## src/rtl/tensor_walk_sequencer.sv

```systemverilog
// rtl/tensor_walk_sequencer.sv - expands one tensor descriptor into per-element rd/wr address beats
// Validates extents, then walks the source dims innermost-first with registered valid/ready output.
module tensor_walk_sequencer #(
  parameter int ADDR_W = 11,
  parameter int DIM_W  = 10,
  parameter int NDIM   = 4
) (
  input  logic                              clock,
  input  logic                              reset_n,
  input  logic [2*NDIM*DIM_W+2*ADDR_W+15:0] desc_tdata,
  input  logic                              desc_tvalid,
  output logic                              desc_tready,
  output logic [2*ADDR_W+9:0]               cmd_tdata,
  output logic                              cmd_tvalid,
  output logic                              cmd_tlast,
  input  logic                              cmd_tready,
  output logic                              done,
  output logic                              err,
  output logic                              busy
);

  localparam int DV     = NDIM * DIM_W;
  localparam int DESC_W = 2*DV + 2*ADDR_W + 16;
  localparam int IN_L   = 3;
  localparam int OUT_L  = 0;
  localparam int DA_L   = 6;
  localparam int SA_L   = DA_L + ADDR_W;
  localparam int DD_L   = SA_L + ADDR_W;
  localparam int SD_L   = DD_L + DV;
  localparam int SUB_L  = SD_L + DV;
  localparam int OP_L   = SUB_L + 5;

  typedef enum logic [1:0] {S_IDLE, S_CHECK, S_RUN, S_DONE} state_t;

  state_t            r_state, w_next;
  logic [DESC_W-1:0] r_desc;
  logic [DIM_W-1:0]  r_k      [NDIM];
  logic [DIM_W-1:0]  w_k_next [NDIM];
  logic [ADDR_W-1:0] r_rd, r_wr, w_rd_step, w_wr_step;
  logic [DV-1:0]     r_rem, w_s, w_d, w_src_dim, w_dst_dim;
  logic              r_valid, r_last, r_err, w_bad, w_carry, w_hs;

  assign w_src_dim = r_desc[SD_L +: DV];
  assign w_dst_dim = r_desc[DD_L +: DV];
  assign w_rd_step = ADDR_W'(1) << r_desc[IN_L +: 3];
  assign w_wr_step = ADDR_W'(1) << r_desc[OUT_L +: 3];
  assign w_hs      = r_valid & cmd_tready;

  assign cmd_tdata  = {r_desc[OP_L +: 5], r_desc[SUB_L +: 5], r_rd, r_wr};
  assign cmd_tvalid = r_valid;
  assign cmd_tlast  = r_last;
  assign err        = r_err;

  // Element counts of both sides; a zero extent or a count mismatch rejects the descriptor.
  always_comb begin
    w_s   = DV'(1);
    w_d   = DV'(1);
    w_bad = 1'b0;
    for (int k = 0; k < NDIM; k++) begin
      w_s = w_s * DV'(w_src_dim[k*DIM_W +: DIM_W]);
      w_d = w_d * DV'(w_dst_dim[k*DIM_W +: DIM_W]);
      if (w_src_dim[k*DIM_W +: DIM_W] == '0 || w_dst_dim[k*DIM_W +: DIM_W] == '0)
        w_bad = 1'b1;
    end
    if (w_s != w_d)
      w_bad = 1'b1;
  end

  // Ripple-carry walk over the source extents, k0 innermost.
  always_comb begin
    w_carry = 1'b1;
    for (int k = 0; k < NDIM; k++) begin
      w_k_next[k] = r_k[k];
      if (w_carry) begin
        if (r_k[k] == w_src_dim[k*DIM_W +: DIM_W] - 1'b1) begin
          w_k_next[k] = '0;
        end else begin
          w_k_next[k] = r_k[k] + 1'b1;
          w_carry     = 1'b0;
        end
      end
    end
  end

  always_ff @(posedge clock) begin
    if (!reset_n) r_state <= S_IDLE;
    else          r_state <= w_next;
  end

  always_comb begin
    w_next      = r_state;
    desc_tready = 1'b0;
    done        = 1'b0;
    busy        = 1'b1;
    case (r_state)
      S_IDLE: begin
        desc_tready = 1'b1;
        busy        = 1'b0;
        if (desc_tvalid) w_next = S_CHECK;
      end
      S_CHECK: w_next = w_bad ? S_DONE : S_RUN;
      S_RUN:   if (w_hs && r_last) w_next = S_DONE;
      S_DONE: begin
        done   = 1'b1;
        w_next = S_IDLE;
      end
      default: w_next = S_IDLE;
    endcase
  end

  always_ff @(posedge clock) begin
    if (!reset_n) begin
      r_desc  <= '0;
      r_k     <= '{default: '0};
      r_rd    <= '0;
      r_wr    <= '0;
      r_rem   <= '0;
      r_valid <= 1'b0;
      r_last  <= 1'b0;
      r_err   <= 1'b0;
    end else begin
      case (r_state)
        S_IDLE: if (desc_tvalid) r_desc <= desc_tdata;
        S_CHECK: begin
          if (w_bad) begin
            r_err <= 1'b1;
          end else begin
            r_k     <= '{default: '0};
            r_rd    <= r_desc[SA_L +: ADDR_W];
            r_wr    <= r_desc[DA_L +: ADDR_W];
            r_rem   <= w_s;
            r_last  <= (w_s == DV'(1));
            r_valid <= 1'b1;
          end
        end
        S_RUN: begin
          if (w_hs) begin
            r_k    <= w_k_next;
            r_rd   <= r_rd + w_rd_step;
            r_wr   <= r_wr + w_wr_step;
            r_rem  <= r_rem - 1'b1;
            r_last <= (r_rem == DV'(2));
            if (r_last) begin
              r_valid <= 1'b0;
              r_last  <= 1'b0;
              r_err   <= 1'b0;
            end
          end
        end
        default: ;
      endcase
    end
  end

endmodule

```

## config.mk

```make
export PLATFORM = sky130hd
export DESIGN_NAME = tensor_walk_sequencer
export DESIGN_NICKNAME = d
export VERILOG_FILES = /design/src/rtl/tensor_walk_sequencer.sv
export SDC_FILE = /design/constraint.sdc
export NUM_CORES = 2
export LEC_CHECK = 0
export BUFFER_PORTS_ARGS = -buffer_cell sky130_fd_sc_hd__buf_2
export CELL_PAD_IN_SITES_DETAIL_PLACEMENT = 1
export CELL_PAD_IN_SITES_GLOBAL_PLACEMENT = 2
export CORE_UTILIZATION = 35
export DETAILED_ROUTE_END_ITERATION = 10
export GPL_ROUTABILITY_DRIVEN = 0
export HOLD_SLACK_MARGIN = 0.1
export PLACE_DENSITY_LB_ADDON = 0.1
export SYNTH_ARGS = -nofsm -noshare
export SYNTH_HDL_FRONTEND = slang
export SYNTH_SLANG_ARGS = --single-unit
```

## constraint.sdc

```tcl
create_clock -name clock -period 31 [get_ports clock]
set_clock_uncertainty 0.15 [all_clocks]
set_input_delay 1.55 -clock clock [delete_from_list [all_inputs] [get_ports clock]]
set_output_delay 1.55 -clock clock [all_outputs]
set_load 0.01 [all_outputs]
```

==> flow_summary.yaml <==
timing:
  fin_ws_ns: 11.59
  min_period_ns: 19.41
  finalCritPeriodShare_pct: 62.62
  relSlewSlack_pct: 13.68
  tightest_slew_ns: 1.286
  fin_setup_tns_ns: 0
  finalHoldViolCount: 0
  rsz0062_at_grt: "false"
  fmax_mhz: 51.51
  report.final.slew_viol_count: 0
  finalSetupViolations: 0
layout:
  drive_above_1_share_pct: 5.526
  layout_common_cells: "inv_1 (913), fa_1 (854), nand2_1 (774), and2_1 (761), ha_1 (411)"
  layout.nets: 7057
  antenna_cells: 0
  n_fill_cell: 16113
  multi_input_area_um2: 39680
  regArea_um2: 3707
  synthToLayoutAreaGrowth_pct: 6.745
  layout_commonest_cell: "inv_1"
hold_path:
  hold_path.class: "flip-flop to flip-flop"
yosys:
  synth_area_per_cell_um2: 8.426
  synthFlopType: "dfxtp_1"
  ys_types: 91
  synthesis.instances: 5680
  syn_area_um2: 47860
  yosysWarnings: 0
  ys_ff_latch: 185
  synthesis.nets: 7068
  seq_area_frac_synth_pct: 7.739
  synth-edff-count: 0
  synthArstFlopShare_pct: 0
route:
  routed_wl_mm: 157.1
  routed_via_density: 5.089
  first_iter_violations: 1544
  drc: 0
  routedWlPerCell_um: 21.04
  num_vias: 37978
  dr.pass1.iters: 5
  final_antenna_net_count: 0
worst_setup_path:
  cp_data_arrival_time_ns: 19.68
  crit_top_cell: "fa_1"
  cp_top_family: "adder cells"
  crit_path_start_kind: "flip-flop"
  cp.required_ns: 31.27
  crit_fanout: 70
  crit_slowest_cell: "buf_4"
  cp_num_buf_inv: 9
  worstSetupPathType: "flip-flop to flip-flop"
  slowest_delay_ns: 0.70
  end_kind: "flip-flop"
clocking:
  post_cts_buffers: 0
  htreeDepth: 4
  clock_latency_ns: 0.54
  cts_resized: 0
  root_buffer: "clkbuf_16"
  cts.path.max_buffers: 2
  cts_tree: "yes"
  cts_buffers: 17
  path_clk_slew_ns: 0.08
  hold_buffers: 0
  numClockSinks: 185
floorplan:
  start_util_pct: 35.28
  core_um2: 135600
  rows: 135
  dieArea_um2: 138200
  die_w_um: 371.8
  ioPinCount: 160
  die_h_um: 371.8
global_route:
  grt_pass1_wl_mm: 249.2
  grt_max_degree: 74
  antenna_found_initial: 6
  grt_usage_pct: 23.27
  grt_pass1_vias: 41903
  gr-total-overflow: 0
power:
  power.static_leakage_nw: 22.58
  combPwrFrac_pct: 64.5
  switching_share_pct: 56.19
  clockPowerShare_pct: 14.6
  internal_power_w: 0.0007704
  p_seq_share_pct: 20.9
  p_sw_w: 0.0009882
  power_density_nw_per_um2: 34.43
  ir_drop_mv: 0.04284
place:
  place_ws_ns: 11.55
  dp_hpwl_mm: 126.9
  portBuffers: 159
outcome:
  outcome: "finished clean"
job:
  cap_violations: 0
## layer usage
metal / part of all wire (%) / vias up / track usage [%]
li1: - / 17739 / -
met4: 1.0 / 6 / 3.160
met5: 0.022 / - / 0
met3: 2.4 / 74 / 2.311
met1: 50 / 19752 / 33.18
met2: 47 / 407 / 38.82
## through the flow
stage	hold slack (ns)	cells	power (W)	util [%]	instance area (µm²)
after detailed placement	0.2970	7431	0.001523	37.18	50430
after global placement	0.2902	7431	0.001504	37.18	50430
after CTS	0.3095	7463	0.001791	37.66	51090
after floorplan	0.2857	5680	0.001062	-	47860
after global routing	0.3301	7463	0.001915	37.66	51090
final	0.3067	7463	0.001759	37.66	51090
## kinds of logic (layout without fill, tap and decap cells)
| family | Yosys count | count (layout) | synth area share, % |
|---|---|---|---|
| compound gates | 764 | 764 | 9.925 |
| xor+xnor | 172 | 172 | 3.367 |
| fa+ha+maj | 1266 | 1266 | 46.50 |
| buf+inv | 1181 | 1183 | 9.433 |
| flops | 185 | 185 | 7.739 |
| mux | 45 | 45 | 0.9464 |
| simple gates | 2067 | 2067 | 22.09 |
## cell type report
| type | instances | area share (%) |
|---|---|---|
| multi-input combinational | 4314 | 77.68 |
| sequential | 185 | 7.257 |
| inverter | 915 | 6.733 |
| tap | 1781 | 4.362 |
| timing repair buffer | 236 | 2.689 |
| clock buffer | 17 | 0.8327 |
| clock inverter | 15 | 0.4433 |
## worst paths after layout
check	from	to	slack, ns	cells after the start
worst min register to register	r_desc[15]	r_desc[15]	0.31	2
worst max-delay path	r_desc[79]	r_rem[2]	11.59	60
worst min-delay path	r_desc[15]	r_desc[15]	0.31	2
worst max register to register	r_desc[79]	r_rem[2]	11.59	60
## power groups by stage
stage	clock, W	combinational, W	sequential [W]
floorplan	0	0.000769	0.000293
global placement	0	0.00113	0.000373
detailed placement	0	0.00115	0.000374
CTS	0.000268	0.00115	0.000368
global route	0.000274	0.00127	0.000375
finish	0.000257	0.00113	0.000367
## sequential cells by signal, summed over array words and instances, names as in the netlist
name and flops:
r_desc 118, r_rem 40, r_rd 11, r_wr 11
r_state 2, cmd_tlast 1, cmd_tvalid 1, err 1
## Yosys cell counts, types with 10 or more instances
cell,instances,share of area (%)
inv_1,915,7.2
fa_1,854,36
nand2_1,775,6.1
and2_1,762,10
ha_1,412,11
a21oi_1,277,2.9
clkbuf_1,232,1.8
dfxtp_1,185,7.7
o21ai_0,162,1.7
nor2_1,149,1.2
xnor2_1,113,2.1
nand3_1,75,0.78
a21o_1,61,0.96
nor2b_1,61,0.80
and3_1,51,0.67
xor2_1,51,0.93
mux2i_1,43,0.90
nor3_1,39,0.41
o21a_1,30,0.47
a21boi_0,29,0.45
a211oi_1,28,0.44
nor4_1,28,0.37
nand4_1,27,0.35
o21bai_1,22,0.35
or3_1,22,0.29
a31oi_1,21,0.27
o31ai_1,19,0.30
nand2b_1,18,0.24
o211ai_1,14,0.22
buf_2,13,0.14
buf_4,13,0.20
o21ai_1,11,0.12
or4_1,11,0.17
a211o_1,10,0.18
nor3b_1,10,0.16
## tightest hold or removal path: stages (launching register included)
cell and delay [ns]:
dfxtp_1 0.32, nand2_1 0.05, a21oi_1 0.05
No activity file was read; power rests on OpenSTA's default activity.
